$ cat src/rtl/shift_right_seq_if.sv
// rtl/shift_right_seq_if.sv - request/response handshake bundle for the multi-cycle right shifter
interface shift_right_seq_if #(
  parameter int DATA_W  = 32,
  parameter int SHAMT_W = 5
);
  logic               in_valid;
  logic               in_ready;
  logic [DATA_W-1:0]  din;
  logic [SHAMT_W-1:0] shamt;
  logic               arith;
  logic               out_valid;
  logic               out_ready;
  logic [DATA_W-1:0]  dout;

  modport master (
    output in_valid, din, shamt, arith, out_ready,
    input  in_ready, out_valid, dout
  );

  modport slave (
    input  in_valid, din, shamt, arith, out_ready,
    output in_ready, out_valid, dout
  );
endinterface

$ cat src/rtl/shift_right_seq.sv
// rtl/shift_right_seq.sv - iterative SRL/SRA shifter with valid/ready on both sides
// Optional SHR_FAST_EN: take 4-bit steps while at least 4 shifts remain.
module shift_right_seq #(
  parameter int DATA_W  = 32,
  parameter int SHAMT_W = 5
) (
  input  logic               clk,
  input  logic               rst,
  shift_right_seq_if.slave   bus,
  output logic               busy
);

  typedef enum logic [1:0] {
    IDLE  = 2'd0,
    SHIFT = 2'd1,
    DONE  = 2'd2
  } state_t;

  state_t              state_q, state_d;
  logic [DATA_W-1:0]   work_q,  work_d;
  logic [SHAMT_W-1:0]  count_q, count_d;
  logic                fill_q,  fill_d;

  always_comb begin
    state_d = state_q;
    work_d  = work_q;
    count_d = count_q;
    fill_d  = fill_q;
    unique case (state_q)
      IDLE: begin
        if (bus.in_valid) begin
          work_d  = bus.din;
          fill_d  = bus.arith & bus.din[DATA_W-1];
          count_d = bus.shamt;
          state_d = (bus.shamt == '0) ? DONE : SHIFT;
        end
      end
      SHIFT: begin
`ifdef SHR_FAST_EN
        if (count_q >= SHAMT_W'(4)) begin
          work_d  = {{4{fill_q}}, work_q[DATA_W-1:4]};
          count_d = count_q - SHAMT_W'(4);
        end else begin
          work_d  = {fill_q, work_q[DATA_W-1:1]};
          count_d = count_q - SHAMT_W'(1);
        end
`else
        work_d  = {fill_q, work_q[DATA_W-1:1]};
        count_d = count_q - SHAMT_W'(1);
`endif
        // The step that exhausts the count is the last one; the result is complete on entry to DONE.
        if (count_d == '0) begin
          state_d = DONE;
        end
      end
      DONE: begin
        if (bus.out_ready) begin
          state_d = IDLE;
        end
      end
      default: begin
        state_d = IDLE;
      end
    endcase
  end

  always_ff @(posedge clk) begin
    if (rst) begin
      state_q <= IDLE;
      work_q  <= '0;
      count_q <= '0;
      fill_q  <= 1'b0;
    end else begin
      state_q <= state_d;
      work_q  <= work_d;
      count_q <= count_d;
      fill_q  <= fill_d;
    end
  end

  assign bus.in_ready  = (state_q == IDLE);
  assign bus.out_valid = (state_q == DONE);
  assign bus.dout      = work_q;
  assign busy          = (state_q == SHIFT) || (state_q == DONE);

endmodule
$ cat src/flat_wrapper.sv
// flat-port wrapper written by rule: the top's interface ports become plain ports
module shift_right_seq_flat 
#(
  parameter int DATA_W  = 32,
  parameter int SHAMT_W = 5
)
  (clk, rst, busy, bus_in_valid, bus_din, bus_shamt, bus_arith, bus_out_ready, bus_in_ready, bus_out_valid, bus_dout);
  shift_right_seq_if #(.DATA_W(DATA_W), .SHAMT_W(SHAMT_W)) bus_i ();
  input  logic clk;
  input  logic rst;
  output logic busy;
  input wire logic [$bits(bus_i.in_valid)-1:0] bus_in_valid;
  input wire logic [$bits(bus_i.din)-1:0] bus_din;
  input wire logic [$bits(bus_i.shamt)-1:0] bus_shamt;
  input wire logic [$bits(bus_i.arith)-1:0] bus_arith;
  input wire logic [$bits(bus_i.out_ready)-1:0] bus_out_ready;
  output wire logic [$bits(bus_i.in_ready)-1:0] bus_in_ready;
  output wire logic [$bits(bus_i.out_valid)-1:0] bus_out_valid;
  output wire logic [$bits(bus_i.dout)-1:0] bus_dout;
  assign bus_i.in_valid = bus_in_valid;
  assign bus_i.din = bus_din;
  assign bus_i.shamt = bus_shamt;
  assign bus_i.arith = bus_arith;
  assign bus_i.out_ready = bus_out_ready;
  assign bus_in_ready = bus_i.in_ready;
  assign bus_out_valid = bus_i.out_valid;
  assign bus_dout = bus_i.dout;
  shift_right_seq #(.DATA_W(DATA_W), .SHAMT_W(SHAMT_W)) u_core (.clk(clk), .rst(rst), .bus(bus_i), .busy(busy));
endmodule
$ cat config.mk
export PLATFORM = sky130hd
export DESIGN_NAME = shift_right_seq_flat
export DESIGN_NICKNAME = d
export VERILOG_FILES = /design/src/rtl/shift_right_seq_if.sv /design/src/rtl/shift_right_seq.sv /design/src/flat_wrapper.sv
export SDC_FILE = /design/constraint.sdc
export NUM_CORES = 1
export LEC_CHECK = 0
export BUFFER_PORTS_ARGS = -buffer_cell sky130_fd_sc_hd__buf_2
export CAP_MARGIN = 30
export CORE_MARGIN = 8
export CORE_UTILIZATION = 30
export CTS_CLUSTER_DIAMETER = 40
export DETAILED_ROUTE_END_ITERATION = 12
export SYNTH_ARGS = -nofsm -noshare
export SYNTH_HDL_FRONTEND = slang
export SYNTH_SLANG_ARGS = --single-unit
$ cat constraint.sdc
create_clock -name clk -period 2.1 [get_ports clk]
set_clock_uncertainty 0.15 [all_clocks]
set_input_delay 0.42 -clock clk [delete_from_list [all_inputs] [get_ports clk]]
set_output_delay 0.42 -clock clk [all_outputs]
set_load 0.02 [all_outputs]
* Word-level counts from Yosys, hierarchy flattened
Cells that the tools add are included.
** Word-level totals
- Logic and storage cells :: 28
- Input bits :: 42
- Flip-flop bits (word level) :: 40
- Output and inout bits :: 35
** Cells by class
- Bitwise logic cells :: 1
- Equality and inequality tests :: 5
- Add/subtract/negate cells :: 1
- Muxes and demuxes :: 9
- Reductions and logical operators :: 8
** Operators by type and width (count)
- 32-bit one-hot mux with 2 select lines :: 1
- 32-bit two-way mux :: 1
- 5-bit logical NOT :: 2
- 5-bit one-hot mux with 2 select lines :: 1
- 2-bit two-way mux :: 4
- 2-bit one-hot mux with 3 select lines :: 1
- 5-bit two-way mux :: 1
- 5-bit by 1-bit subtractor with 5-bit output (second input constant) :: 1
- 2-bit inequality test (second input constant) :: 2
- 2-bit AND reduction :: 2
- 3-bit AND reduction :: 1
- 2-bit by 1-bit == test with 1-bit output (second input constant) :: 1
- 2-bit == test (second input constant) :: 1
- 2-bit logical NOT :: 1
- 2-bit by 1-bit inequality test with 1-bit output (second input constant) :: 1
- 2-bit nonzero test :: 1
- 1-bit bitwise AND :: 1
- 1-bit logical OR :: 1

* Logic depth before layout (Yosys ltp)
Gate-level depths: netlist of run 1.
- Depth after elaboration :: 4
- Gate-level depth with buffers :: 8
- Gate-level depth less buffers :: 6

* Worst setup path before layout of run 1
OpenSTA, ideal clock, no wires.
- Kind :: register to register
- From :: register u_core.state_q[0]
- To :: register u_core.count_q[4]
- Required time :: 1822 ps
- Stages on the path, launching flop included :: 8
- Arrival time :: 1586 ps
- Path buffers :: 2
- Path slack :: 236 ps
- Library setup time :: 128 ps
- Clock period less this slack :: 1864 ps
- Path through :: dfxtp_1 -> inv_1 -> ha_1 -> mux2_2 -> buf_4 -> buf_4 -> a22oi_1 -> nor2_1
** On the way
- Longest elaborated chain between the ends :: 3
- Elaborated cells on any way between the ends :: 6
- Those cells by class :: eq/ne (2); mux (1); reduce/logical (3)
** Ends and longest elaborated chain
- from (decl) :: line shift_right_seq.sv:19 : state_t state_q, state_d;
- from (signal assigned) :: line shift_right_seq.sv:74 : state_q <= state_d;
- 2-bit logical NOT *
- via bus_in_ready :: line flat_wrapper.sv:17 : output wire logic [$bits(bus_i.in_ready)-1:0] bus_in_ready;
- 2-bit inequality test (no source line) / 2-bit nonzero test (equally long branches)
- 2-bit AND reduction (no source line)
- to (signal assigned) :: line shift_right_seq.sv:76 : count_q <= count_d;
- to (decl) :: line shift_right_seq.sv:21 : logic [SHAMT_W-1:0] count_q, count_d;
Mark *: on every way through the listed nets, which the timed path passes. The rest lies on a longest branch.
A chain may end at the register's enable or synchronous reset.

* Final worst setup path of run 1
- From :: register u_core.state_q[0]
- To :: register u_core.work_q[11], in the netlist u_core.bus.dout[11]
** On the way
- Longest elaborated chain between the ends :: 3
- Elaborated cells on any way between the ends :: 6
- Those cells by class :: eq/ne (2); mux (1); reduce/logical (3)
** Ends and longest elaborated chain
- 2-bit by 1-bit == test with 1-bit output / 2-bit logical NOT (equally long branches) :: line shift_right_seq.sv:29 : unique case (state_q)
- 2-bit nonzero test (no source line) / 2-bit inequality test (equally long branches)
- 2-bit AND reduction (no source line)
- to (signal assigned) :: line shift_right_seq.sv:75 : work_q <= work_d;
- to (decl) :: line shift_right_seq.sv:20 : logic [DATA_W-1:0] work_q, work_d;
Parallel ways exist; a longest one is shown, timed or not.

==> results of run 1 <==
==> power breakdown <==
| part | leakage, nW | internal [W] | switching, W |
|---|---|---|---|
| Clock | 0.0410 | 0.000226 | 0.000249 |
| Combinational | 0.725 | 0.000916 | 0.00128 |
| Sequential | 0.331 | 0.00105 | 0.000225 |
==> registers in the layout, indices dropped and copies added, names as in the netlist <==
register         flops
u_core.bus.dout     32
u_core.fill_q        1
u_core.count_q       5
u_core.state_q       2
==> metrics by stage <==
step / cell area [sq um] / std cells / setup slack, ns
3_3_place_gp: 2429 / 350 / 0.2817
5_1_grt: 2506 / 357 / 0.03719
6_report: 2506 / 357 / 0.2288
4_1_cts: 2506 / 357 / 0.1928
3_5_place_dp: 2429 / 350 / 0.2076
2_1_floorplan: 1949 / 208 / 0.2362
==> metal layers <==
layer / up-vias / track usage / share of wire
li1: 898 / - / -
met1: 759 / 0.1341 / 0.50
met2: 52 / 0.1589 / 0.42
met3: 8 / 0.03627 / 0.065
met4: 0 / 0.03195 / 0.011
met5: - / 0 / 0
==> path summary, 6_finish.rpt <==
check                                          end  cells after the start  slack (ns)
setup / recovery  u_core.bus.dout[11]$_SDFFE_PP0P_                      6        0.23
hold / removal          u_core.fill_q$_SDFFE_PP0P_                      3        0.26
setup reg to reg  u_core.bus.dout[11]$_SDFFE_PP0P_                      6        0.23
hold reg to reg         u_core.fill_q$_SDFFE_PP0P_                      2        0.31
==> synth_stat cells, types with 3 or more instances <==
master,number,share of area
dfxtp_1,40,0.41
nor2_1,38,0.073
a211oi_1,33,0.13
mux2i_1,33,0.17
inv_1,9,0.017
buf_2,7,0.018
o21ai_0,6,0.015
ha_1,5,0.032
buf_4,4,0.015
clkbuf_1,4,0.0077
a21oi_1,3,0.0077
==> worst register-to-register path, delay by kind of cell (launching register included) <==
family,cells,cell delay [ns]
multiplexers,1,0.48
buffers and inverters,2,0.33
adder cells (fa/ha/maj),1,0.21
flip-flops,1,0.36
AND/OR/NAND/NOR,1,0.06
AO/OA/AOI/OAI,1,0.20
==> cells by family after synthesis <==
logic type,Yosys count,synth area share
AOI/OAI and AO/OA,53,0.2015
DFF,40,0.4108
adders and majority gates,5,0.03209
muxes,34,0.1752
buffers and inverters,26,0.06610
xor gates and xnor gates,1,0.004494
and+or+nand+nor,49,0.1098
==> final cells by class <==
class | instances | area share
Clock buffer | 6 | 0.02896
Clock inverter | 1 | 0.001997
Inverter | 9 | 0.01348
Multi-Input combinational cell | 142 | 0.4079
Sequential cell | 40 | 0.3195
Tap cell | 77 | 0.03844
Timing Repair Buffer | 82 | 0.1897
==> results.ini, run 1 <==
[run_status]
status = finished, final reports clean

[setup_path]
crit_start = u_core.state_q[0]$_SDFFE_PP0P_
critical_path_class = reg2reg
max_stage_delay_ns = 0.48
end_kind = register
path_cells = inv_1, ha_1, mux2_2, buf_4, nor2_1, a211oi_1
crit_buf_inv = 2
arrival_ns = 1.92
cp_slowest_cell = mux2_2
cp_max_fo = 16
crit_path_start_kind = register
worst_ep_required_time_ns = 2.15
rr_startpoint = u_core.state_q[0]$_SDFFE_PP0P_
cpLargestDelayFamily = multiplexers

[timing]
setup_violations = 0
drv_slew = 0
fin_crit_ns = 1.871
fmax_mhz = 534.4
fin_hold_ws_ns = 0.2600
slew_headroom = 0.7098
worst_pin_slew_ns = 0.4353
period_share = 0.8910
hold_violations = 0
tns_ns = 0
rsz0062_at_grt = no

[clocking]
ctsHoldBuffers = 0
htreeDepth = 2
numCtsBuffers = 5
clock_sinks = 40
clock_latency_ns = 0.28
cts_root_buf = clkbuf_8
cts_tree = done
cts_resized = 0
clkTransAtPathRegs_ns = 0.07
cts_setup_buffers = 0
cts.path.max_buffers = 2

[global_route]
overflow = 0
antenna_found_initial = 0
grtUsageTotal = 0.1043
grt_pass1_vias = 1823
grt_pass1_wl_um = 8411
grt_max_degree = 41

[logic_synthesis]
synthDistinctLibCells = 32
synth_flop_cell = dfxtp_1
yosys_register_bits = 40
seq_area_frac_synth = 0.4108
netlist_instances = 208
ys_warn_count = 0
synth-async-reset-ratio = 0
syn_area_sq_um = 1949
avgSynthCellArea_sq_um = 9.372
synth-edff-count = 0
syn_nets = 255

[route]
drt-vias-per-instance = 4.810
wl_per_cell_um = 13.93
wl_um = 4974
drt-initial-drc-count = 38
ant_nets = 0
drt_pass1_iterations = 4
drc = 0
vias = 1717

[floorplan]
rows = 29
dieWidth_um = 96.61
coreArea_sq_um = 6314
die_area_sq_um = 9333
start_util = 0.3088
io-pin-count = 77
die_height_um = 96.61

[worst_hold_path]
min-delay-path-class = in2reg
hp-start = bus_arith

[job]
drv_cap = 0

[finish]
antenna_cells = 0
final_util = 0.3969
mostFrequentLayoutCells = 76 x buf_2, 40 x dfxtp_1, 38 x nor2_1, 33 x mux2i_1, 33 x a211oi_1
drive_above_1_share = 0.3321
register_area_sq_um = 800.8
multi_input_area_sq_um = 1022
layout_commonest_cell = buf_2
areaGrowthSynthToFinish_pct = 28.56
nNetsFinal = 327
n_fill_cell = 679

[place]
place.port_buffers = 76
place_hpwl_um = 3760
place_congestion = 0.7465

[power]
ir_worst_vdd_mv = 1.080
power.density_nw_per_um2 = 1576
power_w = 0.003948
leakage_nw = 1.097

(Power assumes the default switching activity.)
==> run 2: changes to the inputs <==
- REMOVE_ABC_BUFFERS: default -> 1
==> results.ini, run 2 (same netlist as run 1, synthesis figures left out) <==
[power]
leakage_nw = 1.115
p_switching_w = 0.001776
pwr-share-comb = 0.532
p_int_w = 0.002293
seqPwrFrac = 0.314
ir_worst_vdd_mv = 0.5843
power_w = 0.004069
power_frac_clock = 0.154
power.density_nw_per_um2 = 1611
switching_share = 0.4365

[clocking]
numCtsBuffers = 5
clock_sinks = 40
ctsHoldBuffers = 0
cts_setup_buffers = 0
cts.path.max_buffers = 2
cts_tree = done
htreeDepth = 2
clock_latency_ns = 0.29
cts_resized = 0
clkTransAtPathRegs_ns = 0.08
cts_root_buf = clkbuf_8

[setup_path]
worst_ep_required_time_ns = 2.15
r2r_end = u_core.bus.dout[21]$_SDFFE_PP0P_
critical_path_class = reg2reg
r2r_slack_ns = 0.22
crit_buf_inv = 2
cp_slowest_cell = dfxtp_1
rr_startpoint = u_core.state_q[0]$_SDFFE_PP0P_
cp_max_fo = 21
max_stage_delay_ns = 0.37
path_cells = inv_1, ha_1, mux2_2, buf_4, nor2_1, a211oi_1
reg2regPathDepth = 6
end_kind = register
crit_path_start_kind = register
cpLargestDelayFamily = flip-flops
arrival_ns = 1.93

[place]
place.port_buffers = 76
place_area_sq_um = 2419
dp_slack_ns = 0.2438
place_congestion = 0.7400
place_hpwl_um = 3936

[global_route]
gr-max-usage-layer = met2
antenna_found_initial = 0
grtUsageTotal = 0.1079
grt_pass1_wl_um = 8569
met3_usage = 0.03841
overflow = 0
grt_max_degree = 38
use_met2 = 0.1667
grtUsageMet1 = 0.1342
grt_pass1_vias = 1752

[route]
wl_um = 5134
drt-vias-per-instance = 4.814
drt-initial-drc-count = 65
wl_per_cell_um = 14.26
drc = 0
ant_nets = 0
drt_pass1_iterations = 6
vias = 1733

[timing]
setup_violations = 0
rsz0062_at_grt = no
setup_ws_ns = 0.2212
slew_headroom = 0.7159
fmax_mhz = 532.3
fin_crit_ns = 1.879
fin_hold_ws_ns = 0.2565
tns_ns = 0
hold_violations = 0
period_share = 0.8947
drv_slew = 0
worst_pin_slew_ns = 0.4262

[floorplan]
dieWidth_um = 96.61
coreArea_sq_um = 6314
die_height_um = 96.61
die_area_sq_um = 9333
start_util = 0.3088
rows = 29
io-pin-count = 77

[worst_hold_path]
hold_end = u_core.fill_q$_SDFFE_PP0P_
min-delay-path-class = in2reg
holdPathStages = 3
hp-start = bus_arith

[finish]
layout_commonest_cell = buf_2
antenna_cells = 0
finalInstanceArea_sq_um = 2526
mostFrequentLayoutCells = 76 x buf_2, 40 x dfxtp_1, 38 x nor2_1, 33 x mux2i_1, 33 x a211oi_1
largest_register_ffs = 32
drive_above_1_share = 0.3392
nNetsFinal = 329
areaGrowthSynthToFinish_pct = 29.59

[job]
drv_cap = 0

[run_status]
status = finished, final reports clean

[run 2: how the worst max path moves through the flow]
stage,from,endpoint,slack (ns),depth (start not counted)
2_1_floorplan,u_core.state_q[1]$_SDFFE_PP0P_,u_core.count_q[0]$_SDFFE_PP0P_,-1.36,5
3_3_place_gp,u_core.state_q[0]$_SDFFE_PP0P_,u_core.count_q[3]$_SDFFE_PP0P_,0.29,6
6_report,u_core.state_q[0]$_SDFFE_PP0P_,u_core.bus.dout[21]$_SDFFE_PP0P_,0.22,6
4_1_cts,u_core.state_q[0]$_SDFFE_PP0P_,u_core.bus.dout[21]$_SDFFE_PP0P_,0.21,6
5_1_grt,u_core.state_q[0]$_SDFFE_PP0P_,u_core.bus.dout[21]$_SDFFE_PP0P_,0.02,6
3_5_place_dp,u_core.state_q[0]$_SDFFE_PP0P_,u_core.count_q[3]$_SDFFE_PP0P_,0.24,6
[run 2: power groups by stage]
stage	Combinational (W)	Clock [W]	Sequential, W
final	0.00217	0.000625	0.00128
after global routing	0.00240	0.000681	0.00132
after CTS	0.00220	0.000649	0.00128
after detailed placement	0.00219	0	0.00130
after global placement	0.00217	0	0.00129
after floorplan	0.00125	0	0.00155
[run 2: through the flow]
stage / utilization / instances
finish: 0.4001 / 360
floorplan: - / 191
global placement: 0.3831 / 352
CTS: 0.4001 / 360
detailed placement: 0.3831 / 352
global route: 0.4001 / 360
[run 2: area by class of cell]
type | instances | area, sq um
fillers | 681 | 3787
multi-input cells | 142 | 1022
flip-flops and latches | 40 | 800.8
repair buffers | 84 | 465.4
well taps | 77 | 96.34
clock buffers | 6 | 72.57
clock inverters | 2 | 35.03
inverters | 9 | 33.78
[run 2: worst min-delay path, stage by stage]
cell and delay [ns]:
buf_2 0.10, nand4_1 0.07, a21oi_1 0.06
[run 2: per-layer routing]
metal	share of wire	up-vias
li1	-	899
met1	0.47	780
met2	0.45	49
met3	0.062	5
met4	0.014	0
met5	0	-
==> run 3: changes to the inputs <==
- ABC_CLOCK_PERIOD_IN_PS: default -> 2100
- GPL_TIMING_DRIVEN: default -> 0
==> results.ini, run 3 (same netlist as run 1, synthesis figures left out) <==
[place]
place_hpwl_um = 3609
dpl.cell_count = 346
place_congestion = 0.7482
place.port_buffers = 76

[setup_path]
max_stage_delay_ns = 0.42
cpLargestDelayFamily = flip-flops
arrival_ns = 1.98
path_cells = inv_1, ha_1, mux2_4, buf_12, o21ai_0, a221oi_2
critical_path_class = reg2reg
cp_max_fo = 37
end_kind = register
cp_slowest_cell = dfxtp_1
worst_ep_required_time_ns = 2.15
crit_buf_inv = 2
crit_path_start_kind = register

[power]
ir_worst_vdd_mv = 0.6868
p_switching_w = 0.001796
pwr-share-comb = 0.559
leakage_nw = 1.091
switching_share = 0.4503
p_int_w = 0.002193
power.density_nw_per_um2 = 1599
power_frac_clock = 0.122
seqPwrFrac = 0.319
power_w = 0.003989

[job]
drv_cap = 0

[route]
drt-vias-per-instance = 4.924
ant_nets = 0
vias = 1753
wl_per_cell_um = 15.05
drt_pass1_iterations = 4
wl_um = 5359
drt-initial-drc-count = 46
drc = 0

[run_status]
status = finished, final reports clean

[finish]
drive_above_1_share = 0.3297
areaGrowthSynthToFinish_pct = 27.98
mostFrequentLayoutCells = 76 x buf_2, 40 x dfxtp_1, 38 x nor2_1, 33 x mux2i_1, 33 x a211oi_1
nNetsFinal = 326
register_area_sq_um = 800.8
layout_commonest_cell = buf_2
largest_register_ffs = 32
final_cells = 356
n_fill_cell = 663
final_util = 0.3952
antenna_cells = 0
multi_input_area_sq_um = 1047

[timing]
drv_slew = 0
fin_hold_ws_ns = 0.2586
fmax_mhz = 517.5
slew_headroom = 0.4735
rsz0062_at_grt = no
setup_violations = 0
hold_violations = 0
worst_pin_slew_ns = 0.7897
fin_crit_ns = 1.932
period_share = 0.9202

[floorplan]
die_area_sq_um = 9333
start_util = 0.3088
io-pin-count = 77
dieWidth_um = 96.61
rows = 29
die_height_um = 96.61
coreArea_sq_um = 6314

[clocking]
numCtsBuffers = 5
cts_tree = done
ctsHoldBuffers = 0
clock_sinks = 40
htreeDepth = 2
clkTransAtPathRegs_ns = 0.08
cts.path.max_buffers = 2
clock_latency_ns = 0.28
cts_root_buf = clkbuf_8

[worst_hold_path]
min-delay-path-class = in2reg

[global_route]
overflow = 0
antenna_found_initial = 0
grtUsageTotal = 0.1125
grt_max_degree = 40
grt_pass1_vias = 1848
grt_pass1_wl_um = 8970

-- run 3: cell count changes in the layout (fill, tap and decap cells not counted) --
cell,before,now
ha_4,0,1
ha_2,1,0
mux2_4,0,1
buf_4,6,1
buf_6,0,1
bufinv_16,1,0
-- run 3: final timing paths --
kind / start / end / slack (ns) / depth (start not counted)
max: u_core.state_q[0]$_SDFFE_PP0P_ / u_core.count_q[0]$_SDFFE_PP0P_ / 0.17 / 6
min: bus_arith / u_core.fill_q$_SDFFE_PP0P_ / 0.26 / 3
min reg2reg: u_core.fill_q$_SDFFE_PP0P_ / u_core.fill_q$_SDFFE_PP0P_ / 0.31 / 2
max reg2reg: u_core.state_q[0]$_SDFFE_PP0P_ / u_core.count_q[0]$_SDFFE_PP0P_ / 0.17 / 6
-- run 3: timing repair --
action / CTS / global route
setup endpoints to repair: 39 / 2
buffers inserted: 1 / 1
gates cloned: 1 / 0
gates resized for setup: 2 / 0
-- run 3: area by class of cell --
| type | instances | share of cell area |
|---|---|---|
| inverters | 9 | 0.01354 |
| flip-flops and latches | 40 | 0.3210 |
| clock inverters | 1 | 0.002006 |
| repair buffers | 80 | 0.1760 |
| well taps | 77 | 0.03862 |
| clock buffers | 6 | 0.02909 |
| multi-input cells | 143 | 0.4198 |
-- run 3: layer usage --
layer	track usage	vias up	part of all wire
li1	-	889	-
met1	0.1300	807	0.45
met2	0.1870	51	0.47
met3	0.03770	6	0.064
met4	0.04260	0	0.015
met5	0	-	0
-- run 3: power by group through the flow --
stage | Sequential, W | Combinational [W] | Clock (W)
after detailed placement | 0.00129 | 0.00215 | 0
after floorplan | 0.00155 | 0.00125 | 0
final | 0.00127 | 0.00223 | 0.000485
after CTS | 0.00128 | 0.00224 | 0.000509
after global placement | 0.00128 | 0.00209 | 0
after global routing | 0.00132 | 0.00248 | 0.000549
-- run 3: tightest hold or removal path, delay by kind of cell --
family                 cells  cell delay, ns
buffers and inverters      1            0.09
AO/OA/AOI/OAI              1            0.06
AND/OR/NAND/NOR            1            0.08
-- run 3: per-stage QoR --
stage	setup slack, ns	TNS, ns	area [sq um]
5_1_grt	0.01544	0	2495
4_1_cts	0.1092	0	2484
6_report	0.1676	0	2495
3_3_place_gp	-2.210	-73.52	2331
3_5_place_dp	-0.5963	-12.06	2374
2_1_floorplan	-1.361	-41.64	1854
